`src/rtl/switch_arbiter.sv`:
```
// Round-robin arbiter sharing the switch input among NUM_REQ requesters, bursts of up to MAX_BURST beats.
// Latency: req->ack 1 cycle, ack->sw_* 1 cycle, one IDLE bubble between bursts; stall blocks acceptance.
module switch_arbiter #(
    parameter int NUM_REQ = 4,
    parameter int ADDR_WIDTH = 8,
    parameter int DATA_WIDTH = 16,
    parameter logic [ADDR_WIDTH-1:0] ADDR_DIV = 'h3F,
    parameter int MAX_BURST = 4,
    localparam int IDW = $clog2(NUM_REQ)
) (
    input  logic                          clk,
    input  logic                          rstn,
    input  logic [NUM_REQ-1:0]            req,
    input  logic [NUM_REQ*ADDR_WIDTH-1:0] req_addr,
    input  logic [NUM_REQ*DATA_WIDTH-1:0] req_data,
    input  logic                          stall,
    input  logic                          clr_cnt,
    output logic [NUM_REQ-1:0]            ack,
    output logic [IDW-1:0]                gnt_id,
    output logic                          busy,
    output logic                          sw_vld,
    output logic [ADDR_WIDTH-1:0]         sw_addr,
    output logic [DATA_WIDTH-1:0]         sw_data,
    output logic [15:0]                   cnt_a,
    output logic [15:0]                   cnt_b
);
    typedef enum logic {IDLE, GRANT} state_t;

    localparam logic [IDW:0] NUM_REQ_W = (IDW+1)'(NUM_REQ);
    localparam logic [3:0]   LAST_BEAT = 4'(MAX_BURST - 1);

    state_t          state;
    logic [IDW-1:0]  ptr;
    logic [IDW-1:0]  owner;
    logic [3:0]      beat_cnt;
    logic            accept;
    logic            pick_vld;
    logic [IDW-1:0]  pick_id;
    logic [IDW-1:0]  cand;
    logic [IDW-1:0]  owner_nxt;
    logic [ADDR_WIDTH-1:0] owner_addr;
    logic [DATA_WIDTH-1:0] owner_data;

    logic [ADDR_WIDTH-1:0] addr_arr [NUM_REQ];
    logic [DATA_WIDTH-1:0] data_arr [NUM_REQ];

    for (genvar g = 0; g < NUM_REQ; g++) begin : g_unpack
        assign addr_arr[g] = req_addr[g*ADDR_WIDTH +: ADDR_WIDTH];
        assign data_arr[g] = req_data[g*DATA_WIDTH +: DATA_WIDTH];
    end

    // (base + ofs) mod NUM_REQ, valid for ofs < NUM_REQ
    function automatic logic [IDW-1:0] wrap_add(input logic [IDW-1:0] base, input logic [IDW:0] ofs);
        logic [IDW:0] s;
        s = {1'b0, base} + ofs;
        return (s >= NUM_REQ_W) ? IDW'(s - NUM_REQ_W) : IDW'(s);
    endfunction

    assign owner_addr = addr_arr[owner];
    assign owner_data = data_arr[owner];
    assign owner_nxt  = wrap_add(owner, (IDW+1)'(1));
    assign accept     = (state == GRANT) & req[owner] & ~stall;
    assign gnt_id     = owner;
    assign busy       = (state == GRANT);

    always_comb begin
        ack        = '0;
        ack[owner] = accept;
    end

    // Scan downward so the nearest set bit at or after ptr wins.
    always_comb begin
        pick_vld = 1'b0;
        pick_id  = '0;
        cand     = '0;
        for (int k = NUM_REQ - 1; k >= 0; k--) begin
            cand = wrap_add(ptr, (IDW+1)'(k));
            if (req[cand]) begin
                pick_vld = 1'b1;
                pick_id  = cand;
            end
        end
    end

    always_ff @(posedge clk or negedge rstn) begin
        if (!rstn) begin
            state    <= IDLE;
            ptr      <= '0;
            owner    <= '0;
            beat_cnt <= '0;
            sw_vld   <= 1'b0;
            sw_addr  <= '0;
            sw_data  <= '0;
            cnt_a    <= '0;
            cnt_b    <= '0;
        end else begin
            case (state)
                IDLE: begin
                    if (pick_vld) begin
                        state    <= GRANT;
                        owner    <= pick_id;
                        beat_cnt <= '0;
                    end
                end
                GRANT: begin
                    if (!req[owner]) begin
                        state <= IDLE;
                        ptr   <= owner_nxt;
                    end else if (!stall) begin
                        beat_cnt <= beat_cnt + 4'd1;
                        if (beat_cnt == LAST_BEAT) begin
                            state <= IDLE;
                            ptr   <= owner_nxt;
                        end
                    end
                end
                default: state <= IDLE;
            endcase

            sw_vld <= accept;
            if (accept) begin
                sw_addr <= owner_addr;
                sw_data <= owner_data;
            end

            if (clr_cnt) begin
                cnt_a <= '0;
                cnt_b <= '0;
            end else if (accept) begin
                if (owner_addr <= ADDR_DIV) begin
                    if (cnt_a != 16'hFFFF) cnt_a <= cnt_a + 16'd1;
                end else begin
                    if (cnt_b != 16'hFFFF) cnt_b <= cnt_b + 16'd1;
                end
            end
        end
    end
endmodule

```
`config.mk`:
```
export PLATFORM = sky130hd
export DESIGN_NAME = switch_arbiter
export DESIGN_NICKNAME = d
export VERILOG_FILES = /design/src/rtl/switch_arbiter.sv
export SDC_FILE = /design/constraint.sdc
export NUM_CORES = 1
export LEC_CHECK = 0
export ABC_CLOCK_PERIOD_IN_PS = 4700
export CORE_MARGIN = 2
export CORE_UTILIZATION = 46
export DETAILED_ROUTE_END_ITERATION = 7
export PLACE_DENSITY = 0.91
export SLEW_MARGIN = 20
export SYNTH_ARGS = -nofsm -noshare
export SYNTH_HDL_FRONTEND = slang
export SYNTH_SLANG_ARGS = --single-unit
export TNS_END_PERCENT = 30
```
`constraint.sdc`:
```
create_clock -name clk -period 4.7 [get_ports clk]
set_input_delay 0.705 -clock clk [delete_from_list [all_inputs] [get_ports clk]]
set_output_delay 0.705 -clock clk [all_outputs]
set_load 0.005 [all_outputs]
```
# Word-level counts from Yosys, hierarchy flattened

Cells that the tools add are included.

Add/subtract/negate cells: 12
$mul: 0
Divide/modulo/power cells: 0
$lt $le $gt $ge: 13
Eq/ne operators: 9
Shifts and indexed selects: 0
Multiplexer cells: 51
Bitwise operators: 6
Reductions and logical operators: 10

Operators with widths:

| operator                | count |
|---|---|
| $mux W16                | 10 |
| $add A16 B1 Y16 const B | 2 |
| $bmux W16 S2            | 1 |
| $ne A16 B16 Y1 const B  | 2 |
| $mux W2                 | 12 |
| $bmux W8 S2             | 1 |
| $mux W8                 | 2 |
| $ge A3 B3 Y1 const B    | 5 |
| $lt A2 B3 Y1 const B    | 5 |
| $mux W1                 | 14 |
| $mux W4                 | 3 |
| $reduce_and A3 Y1       | 4 |
| $bmux W1 S2             | 5 |
| $sub A2 B1 Y2 const B   | 5 |
| $le A8 B6 Y1 const B    | 1 |
| $ne A2 B2 Y1 const B    | 4 |
| $pmux W4 S2             | 1 |
| $reduce_bool A2 Y1      | 4 |
| $add A2 B1 Y3 const B   | 2 |
| $add A2 B2 Y3 const B   | 2 |
| $add A4 B1 Y4 const B   | 1 |
| $and A4 B4 Y4           | 1 |
| $eq A4 B2 Y1 const B    | 1 |
| $ne A2 B1 Y1 const B    | 2 |
| other kinds (9)         | 11 |

Bits in registers: 66
Latch bits: 0
Memory bits (writable): 0
Bits in read-only memories: 0
Output and inout bits: 64
Memories kept: 0

# Longest topological paths before layout

Gate-level depths: netlist of run 1.

Depth after elaboration: 11
Gate-level depth with buffers: 9
Depth with buffers taken out: 6

# Worst setup path before layout of run 1

No wires, ideal clock.

Kind: input -> output
Start point: in stall
End point: out ack[0]
Arrival time: 1865 ps
Data required time: 3995 ps
Setup slack: 2130 ps
Stages on the path: 6
Path buffers: 2
Path through: or3b_1 o32a_2 clkinv_2 buf_4 clkbuf_1 and2_1

Longest elaborated chain between the ends: 3

Ends and longest elaborated chain:

| what                    | line | RTL |
|---|---|---|
| start, declared         | 16   | `input logic stall,` |
| $not A1 Y1              | 62   | `assign accept = (state == GRANT) & req[owner] & ~stall;` |
| $and A1 B1 Y1           | 62   |  |
| $and A4 B4 Y4 (no line) | n/a  |  |
| end, declared           | 18   | `output logic [NUM_REQ-1:0] ack,` |

No other way between the ends.

# Final worst setup path of run 1

Start point: in req[0]
End point: out ack[0]

Longest elaborated chain between the ends: 5

Ends and longest elaborated chain:

| what                          | line | RTL |
|---|---|---|
| start, declared               | 13   | `input logic [NUM_REQ-1:0] req,` |
| $bmux W1 S2                   | 62   |  |
| $mux W1 (implied by the code) | 62   |  |
| $and A1 B1 Y1 (2 in series)   | 62   |  |
| $and A4 B4 Y4 (no line)       | n/a  |  |

No other way between the ends. The select of a mux whose other input is x is not followed.

==> results.md, run 1 <==
* Max IR drop VDD at 255 µV
* Row cnt at 33
* Num CTS Buffers at 9
* Critical-path cell list: clkdlybuf4s50_1 -> mux2i_1 -> o32a_2 -> clkinv_2 -> and2_1 -> clkdlybuf4s50_1
* H-Tree Depth at 3
* Post-route DRC at 0
* Synth cell types at 43
* Routability congestion estimate at 0.851
* FF+latch count, synth at 66
* Clock power frac at 0.196
* Clock Pin Slew Worst Setup and Hold Paths at 70 ps
* Setup violators final at 0
* Die area at 9110 µm²
* Pin count of the biggest net entering global routing at 39
* EDFF count, synth at 0
* I/O pin count at 168
* WL/cell at 16.9 µm
* Hold buffers post-CTS at 0
* Total GRT Usage at 0.246
* Worst path max stage delay at 640 ps
* Syn_nets at 491
* Critical Path Slowest Stage Cell: clkinv_2
* Layout cells sized above 1 at 0.0974
* Status: completed
* Initial antenna violation count at 0
* Grt ovf at 0
* Startpoint type of the worst setup path: input port
* Via count at 3688
* Final net count at 651
* Cell family with most CP delay: buffers and inverters
* Drt via density at 5.68
* Pwr per Cell Area at 409 nW/µm²
* Setup Crit Path Kind: in2out
* Multi-input logic area at 2050 µm²
* CTS tree: done
* Chip height at 95.4 µm
* Slew headroom at 0.302
* Final Hold Vio Count at 0
* Vias in the first global route at 3626
* Core box area at 8180 µm²
* WP buf/inv at 3
* Post-synthesis area per instance at 10.1 µm²
* Sequential share of power at 0.346
* Post-CTS Resized at 0
* Register area at 1650 µm²
* Pre-Repair DR Iteration Count at 4
* Top_reg_cell synth: dfrtp_1
* Ys async rst share at 1.00
* Setup Skew at 10.6 ps
* Initial detailed-routing violation count at 156
* Critical Path End Type: output port
* Peak fanout along the critical path at 38
* Final Max Tran Viols at 0
* Period Utilization, post-route at 0.904
* Initial core utilization at 0.470
* Synth Warn # at 0
* Fmax at 235 MHz
* Chip Width at 95.4 µm
* RSZ-0062 raised after global routing: no
* Worst Hold Class: in2async
* Combinational Power Share at 0.459
* Worst EP required at 3990 ps
* Sequential area share after synthesis at 0.430
* Crit path time final at 4250 ps
* Layout area overhead at 49.2%
* Critical path data arrival time at 3540 ps
* Switching power at 808 µW
* Detailed placer's ending HPWL at 8400 µm
* CTS Root Cell: clkbuf_8
* Cells after synthesis at 380
* PortBufs at 167
* Met3 WL post-DR at 727 µm
* Leak Pwr at 0.00234 µW
* Max Used Layer: met4
* Sink Count at 66
* Internal power at 1540 µW
* CTS Buffer Depth at 2
* Synthesized cell area at 3840 µm²
* Global-route wire length before repair at 17200 µm
* Switching fraction of total power at 0.345
* MaxCap Viol Count at 0
* Core Util, Final at 0.702
* Setup repair bufs after CTS at 0
* WL final at 11000 µm
* Met1 Wirelength at 4260 µm
* Fillers at 602
* Clk Latency, worst-skew pair at 340 ps
* Critical Path Most Common Cell: clkdlybuf4s50_1
* Worst slew pin tran at 1040 ps
* Setup Total Neg Slack at 0 ps
* Inserted Diodes at 0
* Met2 WL at 5620 µm
* Routed Antenna Nets at 0
==> state kept, by name (all words and copies together), names as in the netlist, 2 cells and up <==
name      flops
gnt_id        2
sw_addr       8
ptr           2
cnt_a        16
cnt_b        16
sw_data      16
beat_cnt      4
==> metrics by stage <==
stage,cell area [µm²],hold WS (ps),worst slack (ps),power [µW],std cells
finish,5740,400,452,2340,649
global route,5740,457,282,2490,649
floorplan,3840,409,2130,1440,380
global placement,5550,451,604,1850,634
CTS,5740,414,493,2350,649
detailed placement,5550,457,521,1890,634
==> per-layer routing <==
layer / vias up / global-route usage
li1: 1700 / -
met1: 1802 / 0.291
met2: 157 / 0.423
met3: 29 / 0.0625
met4: 0 / 0.111
met5: - / 0
==> Yosys cell counts (6+ instances only) <==
library cell	n	share of area
a21oi_1	22	0.029
xnor2_1	10	0.023
o21ai_0	15	0.020
nand4_1	12	0.020
nor2_1	19	0.019
nand3_1	9	0.012
nor4_1	6	0.0098
clkbuf_1	11	0.011
dfrtp_1	66	0.43
or3_1	16	0.026
nand2_1	89	0.087
ha_1	7	0.023
mux2i_1	8	0.021
and2_1	7	0.011
mux4_2	23	0.13
inv_1	6	0.0059
==> layout by cell type (no fill, tap or decap), drive strengths merged, types with 6 or more instances in the layout <==
| cell type | Yosys | layout |
|---|---|---|
| a21oi | 22 | 22 |
| and2 | 7 | 7 |
| clkbuf | 11 | 13 |
| clkdlybuf4s50 | 0 | 165 |
| dfrtp | 66 | 66 |
| ha | 7 | 7 |
| inv | 6 | 6 |
| mux2i | 8 | 8 |
| mux4 | 24 | 24 |
| nand2 | 89 | 89 |
| nand3 | 9 | 9 |
| nand4 | 12 | 12 |
| nor2 | 19 | 19 |
| nor4 | 6 | 6 |
| o21ai | 15 | 15 |
| or3 | 16 | 16 |
| xnor2 | 10 | 10 |
==> path summary, 6_finish.rpt <==
| kind | from | to | slack [ps] | cells past startpoint |
|---|---|---|---|---|
| hold / removal | rstn | cnt_a[9] | 400 | 1 |
| setup / recovery | req[0] | ack[0] | 450 | 6 |
| max in group asynchronous | rstn | gnt_id[0] | 3360 | 2 |
| hold reg to reg | sw_data[14] | sw_data[14] | 470 | 2 |
| min in group clk | sw_data[14] | sw_data[14] | 470 | 2 |
| setup reg to reg | gnt_id[1] | cnt_b[15] | 1530 | 6 |
==> cell type report <==
| cell class | count | area share |
|---|---|---|
| Multi-Input combinational cell | 286 | 0.358 |
| Clock buffer | 13 | 0.0312 |
| Sequential cell | 66 | 0.288 |
| Tap cell | 105 | 0.0229 |
| Clock inverter | 2 | 0.00174 |
| Timing Repair Buffer | 170 | 0.294 |
| Inverter | 7 | 0.00480 |
==> power groups by stage <==
stage | Combinational (µW) | Sequential [µW] | Clock, µW
after floorplan | 631 | 804 | 0
after global placement | 1040 | 817 | 0
after detailed placement | 1070 | 822 | 0
after CTS | 1070 | 812 | 465
after global routing | 1170 | 828 | 486
final | 1080 | 811 | 459
==> cells by family (layout without fill, tap and decap cells) <==
| kind of cell | after synthesis | count (layout) | share of synthesized area |
|---|---|---|---|
| xor+xnor | 12 | 12 | 0.0273 |
| mux | 35 | 35 | 0.171 |
| buf+inv | 28 | 192 | 0.0384 |
| compound gates | 51 | 51 | 0.0830 |
| fa+ha+maj | 7 | 7 | 0.0228 |
| flops | 66 | 66 | 0.430 |
| simple gates | 181 | 181 | 0.228 |
Power figures use the tool's default switching activity.
==> run 2, diff against run 1 <==
Settings changed: TNS_END_PERCENT 30 to 50.
==> results of run 2 <==
Same layout as run 1: the final DEF is identical, and so are final timing and power.
